### src/rtl/ram_rr_arbiter.sv
// Two-port round-robin arbiter/sequencer in front of a 64x8 single-port RAM with 2-cycle read return.
// Define RAM_ARB_CLEAR_ON_RESET_EN to zero-fill the RAM after every reset before accepting requests.
module ram_rr_arbiter #(
    parameter int DATA_W = 8,
    parameter int ADDR_W = 6,
    parameter int DEPTH  = 64
) (
    input  logic              clk,
    input  logic              rst_n,
    input  logic              a_valid,
    output logic              a_ready,
    input  logic              a_we,
    input  logic [ADDR_W-1:0] a_addr,
    input  logic [DATA_W-1:0] a_wdata,
    output logic              a_rvalid,
    output logic [DATA_W-1:0] a_rdata,
    input  logic              b_valid,
    output logic              b_ready,
    input  logic              b_we,
    input  logic [ADDR_W-1:0] b_addr,
    input  logic [DATA_W-1:0] b_wdata,
    output logic              b_rvalid,
    output logic [DATA_W-1:0] b_rdata,
    output logic              ram_we,
    output logic [DATA_W-1:0] ram_data,
    output logic [ADDR_W-1:0] ram_write_addr,
    output logic [ADDR_W-1:0] ram_read_addr,
    input  logic [DATA_W-1:0] ram_q,
    output logic              busy
);

    if (DEPTH != 2 ** ADDR_W) begin : g_depth_check
        $error("ram_rr_arbiter: DEPTH must equal 2**ADDR_W");
    end

    logic              run;
    logic              clearing;
    logic [ADDR_W-1:0] clr_addr;
    logic              ptr;
    logic              grant_a;
    logic              grant_b;
    logic              wr_grant;
    logic              rd_grant;
    logic [ADDR_W-1:0] sel_addr;
    logic [DATA_W-1:0] sel_wdata;
    logic [ADDR_W-1:0] rd_addr_q;
    logic              rd_pend;
    logic              rd_owner;

`ifdef RAM_ARB_CLEAR_ON_RESET_EN
    typedef enum logic {ST_CLEAR, ST_RUN} state_t;
    state_t state;
    state_t state_next;

    always_ff @(posedge clk) begin
        if (!rst_n) begin
            state    <= ST_CLEAR;
            clr_addr <= '0;
        end else begin
            state <= state_next;
            if (state == ST_CLEAR)
                clr_addr <= clr_addr + 1'b1;
        end
    end

    // Outputs are qualified with rst_n so nothing is written or granted while reset is held.
    always_comb begin
        state_next = state;
        clearing   = 1'b0;
        run        = 1'b0;
        case (state)
            ST_CLEAR: begin
                clearing = rst_n;
                if (clr_addr == ADDR_W'(DEPTH - 1))
                    state_next = ST_RUN;
            end
            ST_RUN:  run = rst_n;
            default: state_next = ST_CLEAR;
        endcase
    end

    assign busy = clearing;
`else
    assign run      = rst_n;
    assign clearing = 1'b0;
    assign clr_addr = '0;
    assign busy     = 1'b0;
`endif

    // On contention the pointer picks the winner; a lone requester always wins.
    assign grant_a = run && a_valid && (!b_valid || !ptr);
    assign grant_b = run && b_valid && (!a_valid || ptr);
    assign a_ready = grant_a;
    assign b_ready = grant_b;

    assign sel_addr  = grant_a ? a_addr : b_addr;
    assign sel_wdata = grant_a ? a_wdata : b_wdata;
    assign wr_grant  = (grant_a && a_we) || (grant_b && b_we);
    assign rd_grant  = (grant_a && !a_we) || (grant_b && !b_we);

    always_comb begin
        ram_we         = clearing || wr_grant;
        ram_write_addr = clearing ? clr_addr : sel_addr;
        ram_data       = clearing ? '0 : sel_wdata;
        ram_read_addr  = rd_grant ? sel_addr : rd_addr_q;
    end

    // rd_pend/rd_owner track the read whose data appears on ram_q this cycle.
    always_ff @(posedge clk) begin
        if (!rst_n) begin
            ptr       <= 1'b0;
            rd_addr_q <= '0;
            rd_pend   <= 1'b0;
            rd_owner  <= 1'b0;
            a_rvalid  <= 1'b0;
            b_rvalid  <= 1'b0;
            a_rdata   <= '0;
            b_rdata   <= '0;
        end else begin
            if (grant_a)
                ptr <= 1'b1;
            else if (grant_b)
                ptr <= 1'b0;
            if (rd_grant)
                rd_addr_q <= sel_addr;
            rd_pend  <= rd_grant;
            rd_owner <= grant_b;
            a_rvalid <= rd_pend && !rd_owner;
            b_rvalid <= rd_pend && rd_owner;
            if (rd_pend && !rd_owner)
                a_rdata <= ram_q;
            if (rd_pend && rd_owner)
                b_rdata <= ram_q;
        end
    end

endmodule
### config.mk
export PLATFORM = sky130hd
export DESIGN_NAME = ram_rr_arbiter
export DESIGN_NICKNAME = d
export VERILOG_FILES = /design/src/rtl/ram_rr_arbiter.sv
export SDC_FILE = /design/constraint.sdc
export NUM_CORES = 1
export LEC_CHECK = 0
export BUFFER_PORTS_ARGS = -buffer_cell sky130_fd_sc_hd__buf_2
export CAP_MARGIN = 10
export CORE_ASPECT_RATIO = 1.1
export CORE_MARGIN = 2
export CORE_UTILIZATION = 45
export DETAILED_ROUTE_END_ITERATION = 8
export MAX_ROUTING_LAYER = met4
export PLACE_DENSITY = 0.84
export SYNTH_ARGS = -nofsm -noshare
export SYNTH_HDL_FRONTEND = slang
export SYNTH_SLANG_ARGS = --single-unit
### constraint.sdc
create_clock -name clk -period 2.4 [get_ports clk]
set_input_delay 0.12 -clock clk [delete_from_list [all_inputs] [get_ports clk]]
set_output_delay 0.12 -clock clk [all_outputs]
set_load 0.02 [all_outputs]
==> summary.md, run 1 <==
| Metric | Value |
|---|---|
| Outcome | completed |
| Sequential share of the synthesized area | 0.408 |
| Routed wire per std cell | 11.6 um |
| Post-Route Skew | 0.00175 ns |
| Detailed Place HPWL | roughly 2500 um |
| TritonCTS clock tree | yes |
| Hold Vio Cnt, Final | 0 |
| CP endpoint kind | primary output |
| Critical Path Start Type | register |
| Footprint of the multi-input gates | 712 sq um |
| # port buffers | 82 |
| Post-synthesis xor/xnor area fraction | 0 |
| FF+latch count, synth | 27 |
| Antenna cells | 0 |
| Layout cell share with drive strength beyond 1 | 0.426 |
| Post-synth top flop | dfxtp_1 |
| PostCTS Resize Cnt | 0 |
| Asr flop ratio synth | 0 |
| Worst VDD drop | 0.343 mV |
| CTS Root Cell | clkbuf_4 |
| Final setup vio count | 0 |
| Vias in the first global route | 1246 |
| Die extent in y | about 60 um |
| Total GRT Usage | 0.201 |
| Simple logic cell fraction of the synthesized area | 0.258 |
| Top cell type's share of synthesized area | 0.408 |
| Area leader, netlist | dfxtp_1 |
| EDFF count, synth | 0 |
| Mux contribution to synthesized area | 0.113 |
| Synth top area cells | dfxtp_1 41%, nand2_1 17%, a21boi_0 9.1% |
| Initial antenna violation count | 0 |
| RR Endpoint | rd_addr_q[0] |
| Worst-Skew Late Latency | 0.32 ns |
| First-pass GRT wire length | 5260 um |
| Die ar. | 3400 sq um |
| Worst slew margin | 0.620 |
| Netlist Area Pre-Place | ~1300 sq um |
| Detailed Route Iter0 Violations | 38 |
| Reg-to-Reg Start | ptr |
| RD Place Congestion | 0.754 |
| Synth Area in Adders | 0 |
| DR DRC count | 0 |
| Post-CTS Setup Bufs | 0 |
| Max-cap check violation count | 0 |
| Clk sinks | 27 |
| Initial Util | 0.477 |
| Total CTS buffers | 3 |
| Synth unique cells | 24 |
| Final design utilization | 0.633 |
| Crit path time final | 2.14 ns |
| Register Area | 541 sq um |
| Count of hold buffers inserted by post-cts repair | 0 |
| P_leak | about 0.0009 uW |
| Type of the worst setup path | register to primary output |
| Mapped Avg Cell Area | 7.99 sq um |
| Crit-path max FO | 21 |
| Fin nets | 285 |
| DR vias | 1357 |
| CTS H-tree depth | 1 |
| Clk slew on worst S/H paths | between 0.1 and 0.15 ns |
| Worst Min Path Start | ram_q[5] |
| Filler Cell Count | 259 |
| RSZ-0062 raised after global routing | no |
| P per Cell Area | 529 nW/um^2 |
| PnR worst setup slack | 0.261 ns |
| Syn-to-layout area delta | 32.5% |
| Largest net degree at the start of global routing | 29 |
| Chip Width | ~56 um |
| Detail Route Antenna Nets | 0 |
| Dpl cells | approximately 270 |
| Max-slew violations | 0 |
| Ys Warns | 0 |
| Hold Path Depth | 3 |
| Tightest Pin Transition | 0.568 ns |
| Synthesized Nets | 208 |
| Core Footprint | 2780 sq um |
| Synth Area in Compound Gates | 0.163 |
| Post-Synthesis Cells | 166 |
| Num ports | 84 |
| Via/cell ratio | 4.93 |
| Total chip power | 929 uW |
| Non-filler instance count after layout | 275 |
| Worst Reg-to-Reg Cells | 5 |
| Worst R2R Setup Slack | 0.73 ns |
| Final period util | 0.891 |
| Drt first pass iters | 4 |
| Fmax | 0.467 GHz |
| Hold Crit Class | input port to register |
| Remaining Overflow, GRT | 0 |
| Routed wire length | between 3000 and 4000 um |
| Hold endpoint | a_rdata[5] |
| Arrival time worst endpoint | around 2 ns |
| Setup tns final | 0 ns |
| Data required time at the worst endpoint | 2.28 ns |
| Main combinational cell family by area after synthesis | simple AND/OR/NAND/NOR gates |
| Row cnt | 20 |
| Pre-CTS WS | about 0.62 ns |
| Bufs on Longest Clock Path | 2 |
## cell families after synthesis
logic type | count (synthesis)
AOI/OAI and AO/OA | 31
buffers and inverters | 15
DFF | 27
muxes | 12
other | 1
and+or+nand+nor | 80
## worst max-delay path by stage
stage	from	to	slack, ns	depth (start not counted)
final	ptr	ram_we	0.26	5
after global routing	ptr	ram_we	0.07	5
after CTS	ptr	ram_we	0.26	5
after detailed placement	ptr	ram_we	0.62	5
after global placement	ptr	ram_we	0.63	5
after floorplan	ptr	ram_read_addr[1]	0.98	5
## placed cells by master (no fill, tap or decap), drive strengths merged
| cell type | instances |
|---|---|
| buf | 84 |
| nand2 | 63 |
| dfxtp | 27 |
| a21boi | 16 |
| mux2 | 12 |
| nand3 | 9 |
| o21ai | 6 |
| a31oi | 6 |
| inv | 3 |
| and3 | 3 |
| clkbuf | 3 |
| nand2b | 2 |
| nor2b | 2 |
| a32o | 1 |
| a22o | 1 |
| and2 | 1 |
| o211a | 1 |
| conb | 1 |
| clkinv | 1 |
## worst max-delay path: stages, from the launching register on
cell,delay (ns)
dfxtp_1,0.35
nand2_2,0.08
nand3_2,0.36
inv_1,0.53
a22o_1,0.21
buf_2,0.15
## per-layer routing
layer	GRT usage	vias to the layer above	wire, um
met5	-	-	0
met4	0.0627	0	19
met3	0.0405	2	321
met2	0.345	74	1420
met1	0.240	580	1420
li1	-	701	-
## stage by stage
stage | hold slack, ns | area, sq um
floorplan | 0.258 | 1330
global placement | 0.386 | 1730
detailed placement | 0.395 | 1730
CTS | 0.0401 | 1760
global route | 0.0323 | 1760
finish | 0.0423 | 1760
## power by group
| part | switching (uW) | internal (uW) | total [uW] |
|---|---|---|---|
| clock | 133 | 62.4 | 195 |
| sequential | 15.2 | 470 | 485 |
| combinational | 144 | 104 | 249 |
## flip-flops by register name (all words and copies together), names as in the netlist
name       flops
b_rvalid       1
rd_pend        1
a_rdata        8
ptr            1
rd_addr_q      6
rd_owner       1
a_rvalid       1
b_rdata        8
## Yosys cell counts (2+ instances only)
cell / number
buf_4: 2
nand2b_1: 2
nand3_1: 8
inv_1: 3
dfxtp_1: 27
a31oi_1: 6
and3_1: 3
buf_2: 2
mux2_4: 4
nand2_2: 2
nand2_1: 61
clkbuf_1: 6
a21boi_0: 16
o21ai_0: 6
nor2b_1: 2
mux2_2: 8
## layout make-up
class,instances,share of cell area
clock buffer,3,0.0128
multi-input combinational,124,0.405
sequential,27,0.307
timing repair buffer,84,0.242
inverter,3,0.00641
clock inverter,1,0.00285
tap,33,0.0235
No activity file was read; power rests on OpenSTA's default activity.
==> inputs of run 2 (changes only) <==
--- a/config.mk
+++ b/config.mk
@@ -13,6 +13,7 @@
 export DETAILED_ROUTE_END_ITERATION = 8
 export MAX_ROUTING_LAYER = met4
 export PLACE_DENSITY = 0.84
+export RECOVER_POWER = 50
 export SYNTH_ARGS = -nofsm -noshare
 export SYNTH_HDL_FRONTEND = slang
 export SYNTH_SLANG_ARGS = --single-unit
==> run 2 against run 1 <==
Cell count unchanged. Register-to-register slack got worse by 0.03 ns. Setup slack got worse by 0.025 ns. Global-route usage unchanged. Die area unchanged. Routed wire length increased by 1.4%. Total power decreased by 0.59%. Maximum frequency decreased by 1.1%. Critical path depth unchanged. Critical path type unchanged. Critical endpoint unchanged. Largest cell class unchanged. Highest routed layer unchanged.
==> summary.md, run 2 (same netlist as run 1, synthesis figures left out) <==
| Metric | Value |
|---|---|
| Outcome | completed (unchanged) |
| Register Area | 541 sq um (unchanged) |
| CTS H-tree depth | 1 (unchanged) |
| Filler Cell Count | 260 (was 259) |
| Vias in the first global route | 1246 (unchanged) |
| CTS Root Cell | clkbuf_4 (unchanged) |
| Count of hold buffers inserted by post-cts repair | 0 (unchanged) |
| Final design utilization | 0.623 (was 0.633) |
| DR DRC count | 0 (unchanged) |
| P per Cell Area | 534 nW/um^2 (was 529 nW/um^2) |
| Tightest Pin Transition | 0.565 ns (was 0.568 ns) |
| Max-slew violations | 0 (unchanged) |
| Chip Width | 55.8 um (unchanged) |
| Crit path time final | 2.16 ns (was 2.14 ns) |
| RSZ-0062 raised after global routing | no (unchanged) |
| Initial Util | 0.477 (unchanged) |
| P_leak | 0.000840 uW (was 0.000922 uW) |
| Routed wire length | 3220 um (was 3180 um) |
| Syn-to-layout area delta | 30.4% (was 32.5%) |
| Hold Crit Class | input port to register (unchanged) |
| Max-cap check violation count | 0 (unchanged) |
| CP endpoint kind | primary output (unchanged) |
| Detail Route Antenna Nets | 0 (unchanged) |
| # port buffers | 82 (unchanged) |
| Antenna cells | 0 (unchanged) |
| Final period util | 0.902 (was 0.891) |
| Via/cell ratio | 4.94 (was 4.93) |
| Layout cell share with drive strength beyond 1 | 0.339 (was 0.426) |
| TritonCTS clock tree | yes (unchanged) |
| Slowest-stage cell, CP | inv_1 (unchanged) |
| First-pass GRT wire length | 5260 um (unchanged) |
| Remaining Overflow, GRT | 0 (unchanged) |
| Footprint of the multi-input gates | 707 sq um (was 712 sq um) |
| Routed wire per std cell | 11.7 um (was 11.6 um) |
| Total GRT Usage | 0.201 (unchanged) |
| Die extent in y | 60.9 um (unchanged) |
| Data required time at the worst endpoint | 2.28 ns (about the same) |
| Critical path's top delay family | buffers and inverters (unchanged) |
| Die ar. | 3400 sq um (unchanged) |
| Worst-Skew Late Latency | 0.32 ns (about the same) |
| Core Footprint | 2780 sq um (unchanged) |
| Post-Route Skew | 0.00183 ns (was 0.00175 ns) |
| Biggest regs | a_rdata: 8 flops, b_rdata: 8 flops, rd_addr_q: 6 flops (unchanged) |
| Commonest non-fill, non-tap cells in the layout | 63 x nand2_1, 63 x buf_2, 27 x dfxtp_1 (was 82 x buf_2, 61 x nand2_1, 27 x dfxtp_1) |
| Buf/Inv on CP | 2 (unchanged) |
| Initial antenna violation count | 0 (unchanged) |
| RD Place Congestion | 0.754 (unchanged) |
| Post-CTS Setup Bufs | 0 (unchanged) |
| Hold Vio Cnt, Final | 0 (unchanged) |
| Clk slew on worst S/H paths | 0.14 ns (about the same) |
| DR vias | 1359 (was 1357) |
| Detailed Route Iter0 Violations | 41 (was 38) |
| Type of the worst setup path | register to primary output (unchanged) |
| Total CTS buffers | 3 (unchanged) |
| Num ports | 84 (unchanged) |
| Crit-path cells | nand2_1, nand3_2, inv_1, a22o_1, buf_2 (was nand2_2, nand3_2, inv_1, a22o_1, buf_2) |
| Clk sinks | 27 (unchanged) |
| Worst slew margin | 0.623 (was 0.620) |
| Critical Path Start Type | register (unchanged) |
| Bufs on Longest Clock Path | 2 (unchanged) |
| Row cnt | 20 (unchanged) |
| Largest net degree at the start of global routing | 29 (unchanged) |
| Critical Path Max Stage Delay | 0.53 ns (about the same) |
| Drt first pass iters | 4 (unchanged) |
| Final setup vio count | 0 (unchanged) |
| Crit-path max FO | 21 (unchanged) |
| Worst VDD drop | 0.341 mV (was 0.343 mV) |
| Arrival time worst endpoint | 2.04 ns (was 2.02 ns) |
| Detailed Place HPWL | 2530 um (unchanged) |
| Fin nets | 285 (unchanged) |
| PostCTS Resize Cnt | 0 (unchanged) |
| Setup tns final | 0 ns (unchanged) |
| Fmax | 0.462 GHz (was 0.467 GHz) |
-- run 2: cell types whose count changed in the layout (fill, tap and decap cells not counted), sizes merged --
cell / change
buf: -19
clkbuf: +19
-- run 2: final cells by class --
cell class              count  share of cell area
repair buffers             84               0.232
multi-input cells         124               0.409
flip-flops and latches     27               0.313
clock buffers               3              0.0130
clock inverters             1             0.00289
well taps                  33              0.0239
inverters                   3             0.00651
-- run 2: metrics by stage --
step	area, sq um	total power [uW]	setup WS [ns]	cells	hold WS [ns]
floorplan	1330	653	0.984	166	0.258
global placement	1730	742	0.630	271	0.386
detailed placement	1730	745	0.625	271	0.395
CTS	1760	933	0.261	275	0.0401
global route	1730	967	0.0338	275	0.0323
finish	1730	924	0.236	275	0.0464
-- run 2: final timing paths --
kind	startpoint	end	slack, ns	cells past startpoint
setup / recovery	ptr	ram_we	0.24	5
hold / removal	a_addr[3]	rd_addr_q[3]	0.05	3
setup reg to reg	ptr	rd_addr_q[0]	0.70	5
hold reg to reg	a_rdata[1]	a_rdata[1]	0.47	2
-- run 2: report_power, final --
group | internal [uW] | switching [uW] | total [uW]
sequential | 470 | 15.4 | 485
clock | 62.4 | 131 | 193
combinational | 101 | 144 | 245
total | 634 | 290 | 924
-- run 2: worst min-delay path: cells and delay by family --
family          cells  cell delay (ns)
buf+inv             1             0.10
simple gates        1             0.05
compound gates      1             0.07
-- run 2: metal layers --
layer  up-vias  part of all wire  track usage
met5         -                 0            -
met4         0            0.0059       0.0627
met3         2              0.10       0.0405
met2        74              0.44        0.345
met1       583              0.45        0.240
li1        700                 -            -
==> inputs of run 3 (changes only) <==
--- a/config.mk
+++ b/config.mk
@@ -7,12 +7,13 @@
 export LEC_CHECK = 0
 export BUFFER_PORTS_ARGS = -buffer_cell sky130_fd_sc_hd__buf_2
 export CAP_MARGIN = 10
+export CELL_PAD_IN_SITES_DETAIL_PLACEMENT = 0
+export CELL_PAD_IN_SITES_GLOBAL_PLACEMENT = 1
 export CORE_ASPECT_RATIO = 1.1
-export CORE_MARGIN = 2
-export CORE_UTILIZATION = 45
+export CORE_UTILIZATION = 30
 export DETAILED_ROUTE_END_ITERATION = 8
 export MAX_ROUTING_LAYER = met4
-export PLACE_DENSITY = 0.84
+export PLACE_DENSITY_LB_ADDON = 0.1
 export RECOVER_POWER = 50
 export SYNTH_ARGS = -nofsm -noshare
 export SYNTH_HDL_FRONTEND = slang
==> run 3 against run 2 <==
Register-to-register slack is essentially flat. Sequential share of layout area shrank 0.64 points. Clock skew grew 0.0064 ns. Count of clock-buffer cells in the layout grew 1. Critical path type unchanged. Highest routed layer unchanged.
==> summary.md, run 3 (same netlist as run 1, synthesis figures left out) <==
| Metric | Value |
|---|---|
| Post-CTS Setup Bufs | 0 (unchanged) |
| Post-Route Skew | 0.00824 ns (was 0.00183 ns) |
| Biggest regs | a_rdata: 8 flops, b_rdata: 8 flops, rd_addr_q: 6 flops (unchanged) |
| Row cnt | 25 (was 20) |
| Total CTS buffers | 3 (unchanged) |
| # port buffers | 82 (unchanged) |
| Critical Path Start Type | register (unchanged) |
| Clk slew on worst S/H paths | 0.09 ns (was 0.14 ns) |
| Routed wire length | 3380 um (was 3220 um) |
| Vias in the first global route | 1136 (was 1246) |
| Total GRT Usage | 0.146 (was 0.201) |
| CTS H-tree depth | 1 (unchanged) |
| Drt first pass iters | 4 (unchanged) |
| Setup tns final | 0 ns (unchanged) |
| Filler Cell Count | 488 (was 260) |
| Hold Crit Class | input port to register (unchanged) |
| Remaining Overflow, GRT | 0 (unchanged) |
| DR DRC count | 0 (unchanged) |
| Commonest non-fill, non-tap cells in the layout | 63 x nand2_1, 63 x buf_2, 27 x dfxtp_1 (unchanged) |
| Max-slew violations | 0 (unchanged) |
| Core Footprint | 4250 sq um (was 2780 sq um) |
| Final period util | 0.883 (was 0.902) |
| PostCTS Resize Cnt | 0 (unchanged) |
| Antenna cells | 0 (unchanged) |
| First-pass GRT wire length | 5200 um (was 5260 um) |
| Fmax | 0.472 GHz (was 0.462 GHz) |
| Footprint of the multi-input gates | 707 sq um (unchanged) |
| Routed wire per std cell | 11.5 um (was 11.7 um) |
| P_leak | 0.000839 uW (was 0.000840 uW) |
| Detailed Route Iter0 Violations | 59 (was 41) |
| Non-filler instance count after layout | 295 (was 275) |
| Die ar. | 4690 sq um (was 3400 sq um) |
| Initial Util | 0.312 (was 0.477) |
| Detail Route Antenna Nets | 0 (unchanged) |
| Die extent in y | 71.7 um (was 60.9 um) |
| Type of the worst setup path | register to primary output (unchanged) |
| Bufs on Longest Clock Path | 2 (unchanged) |
| DR vias | 1341 (was 1359) |
| Register Area | 541 sq um (unchanged) |
| TritonCTS clock tree | yes (unchanged) |
| Arrival time worst endpoint | 2.00 ns (was 2.04 ns) |
| Crit path time final | 2.12 ns (was 2.16 ns) |
| CP endpoint kind | primary output (unchanged) |
| CTS Root Cell | clkbuf_8 (was clkbuf_4) |
| Final setup vio count | 0 (unchanged) |
| Max-cap check violation count | 0 (unchanged) |
| Largest net degree at the start of global routing | 29 (unchanged) |
| Fin nets | 284 (was 285) |
| Dpl cells | 291 (was 271) |
| Tightest Pin Transition | 0.592 ns (was 0.565 ns) |
| Hold Vio Cnt, Final | 0 (unchanged) |
| Worst slew margin | 0.605 (was 0.623) |
| Worst-Skew Late Latency | 0.27 ns (was 0.32 ns) |
| Detailed Place HPWL | 2540 um (was 2530 um) |
| Crit-path max FO | 13 (was 21) |
| Worst VDD drop | 0.206 mV (was 0.341 mV) |
| Syn-to-layout area delta | 33.1% (was 30.4%) |
| RSZ-0062 raised after global routing | no (unchanged) |
| Count of hold buffers inserted by post-cts repair | 0 (unchanged) |
| Data required time at the worst endpoint | 2.28 ns (about the same) |
| P per Cell Area | 556 nW/um^2 (was 534 nW/um^2) |
| Outcome | completed (unchanged) |
| Initial antenna violation count | 0 (unchanged) |
| RD Place Congestion | 0.687 (was 0.754) |
| Clk sinks | 27 (unchanged) |
| Layout cell share with drive strength beyond 1 | 0.332 (was 0.339) |
| Num ports | 84 (unchanged) |
| Via/cell ratio | 4.55 (was 4.94) |
| Chip Width | 65.4 um (was 55.8 um) |
==> run 3: where the power goes <==
| group | leakage (uW) | switching (uW) | internal (uW) |
|---|---|---|---|
| clock | 0.0000228 | 138 | 119 |
| combinational | 0.000596 | 142 | 99.4 |
| sequential | 0.000220 | 15.1 | 469 |
==> run 3: final cells by class <==
type	instances	area share
repair buffers	83	0.223
well taps	54	0.0383
multi-input cells	124	0.400
clock buffers	4	0.0255
inverters	3	0.00638
flip-flops and latches	27	0.306
==> run 3: path summary, 6_finish.rpt <==
path	startpoint	end	slack (ns)	depth (start not counted)
worst max-delay path	ptr	ram_read_addr[0]	0.28	5
worst min register to register	a_rdata[4]	a_rdata[4]	0.46	2
worst min-delay path	a_addr[4]	rd_addr_q[4]	0.1	3
worst max register to register	ptr	rd_addr_q[3]	0.70	5
==> run 3: stage by stage <==
stage	area [sq um]	hold WS [ns]	total power (uW)	worst slack (ns)	util
final	1770	0.0961	982	0.281	0.415
after global routing	1770	0.0925	1040	0.0672	0.415
after CTS	1790	0.0936	1000	0.235	0.422
after detailed placement	1750	0.395	742	0.551	0.411
after global placement	1750	0.388	745	0.561	0.411
after floorplan	1330	0.258	653	0.984	-
==> run 3: worst max-delay path, stage by stage, from the launching register on <==
cell      delay, ns
dfxtp_1        0.33
nand2b_1       0.16
a32o_1         0.39
nand2_1        0.32
mux2_2         0.37
buf_2          0.16
==> run 3: per-layer routing <==
| metal | vias up | GRT usage | routed length, um |
|---|---|---|---|
| met3 | 2 | 0.0271 | 237 |
| li1 | 698 | - | - |
| met1 | 590 | 0.173 | 1450 |
| met2 | 51 | 0.250 | 1670 |
| met4 | 0 | 0.0435 | 17 |
| met5 | - | - | 0 |
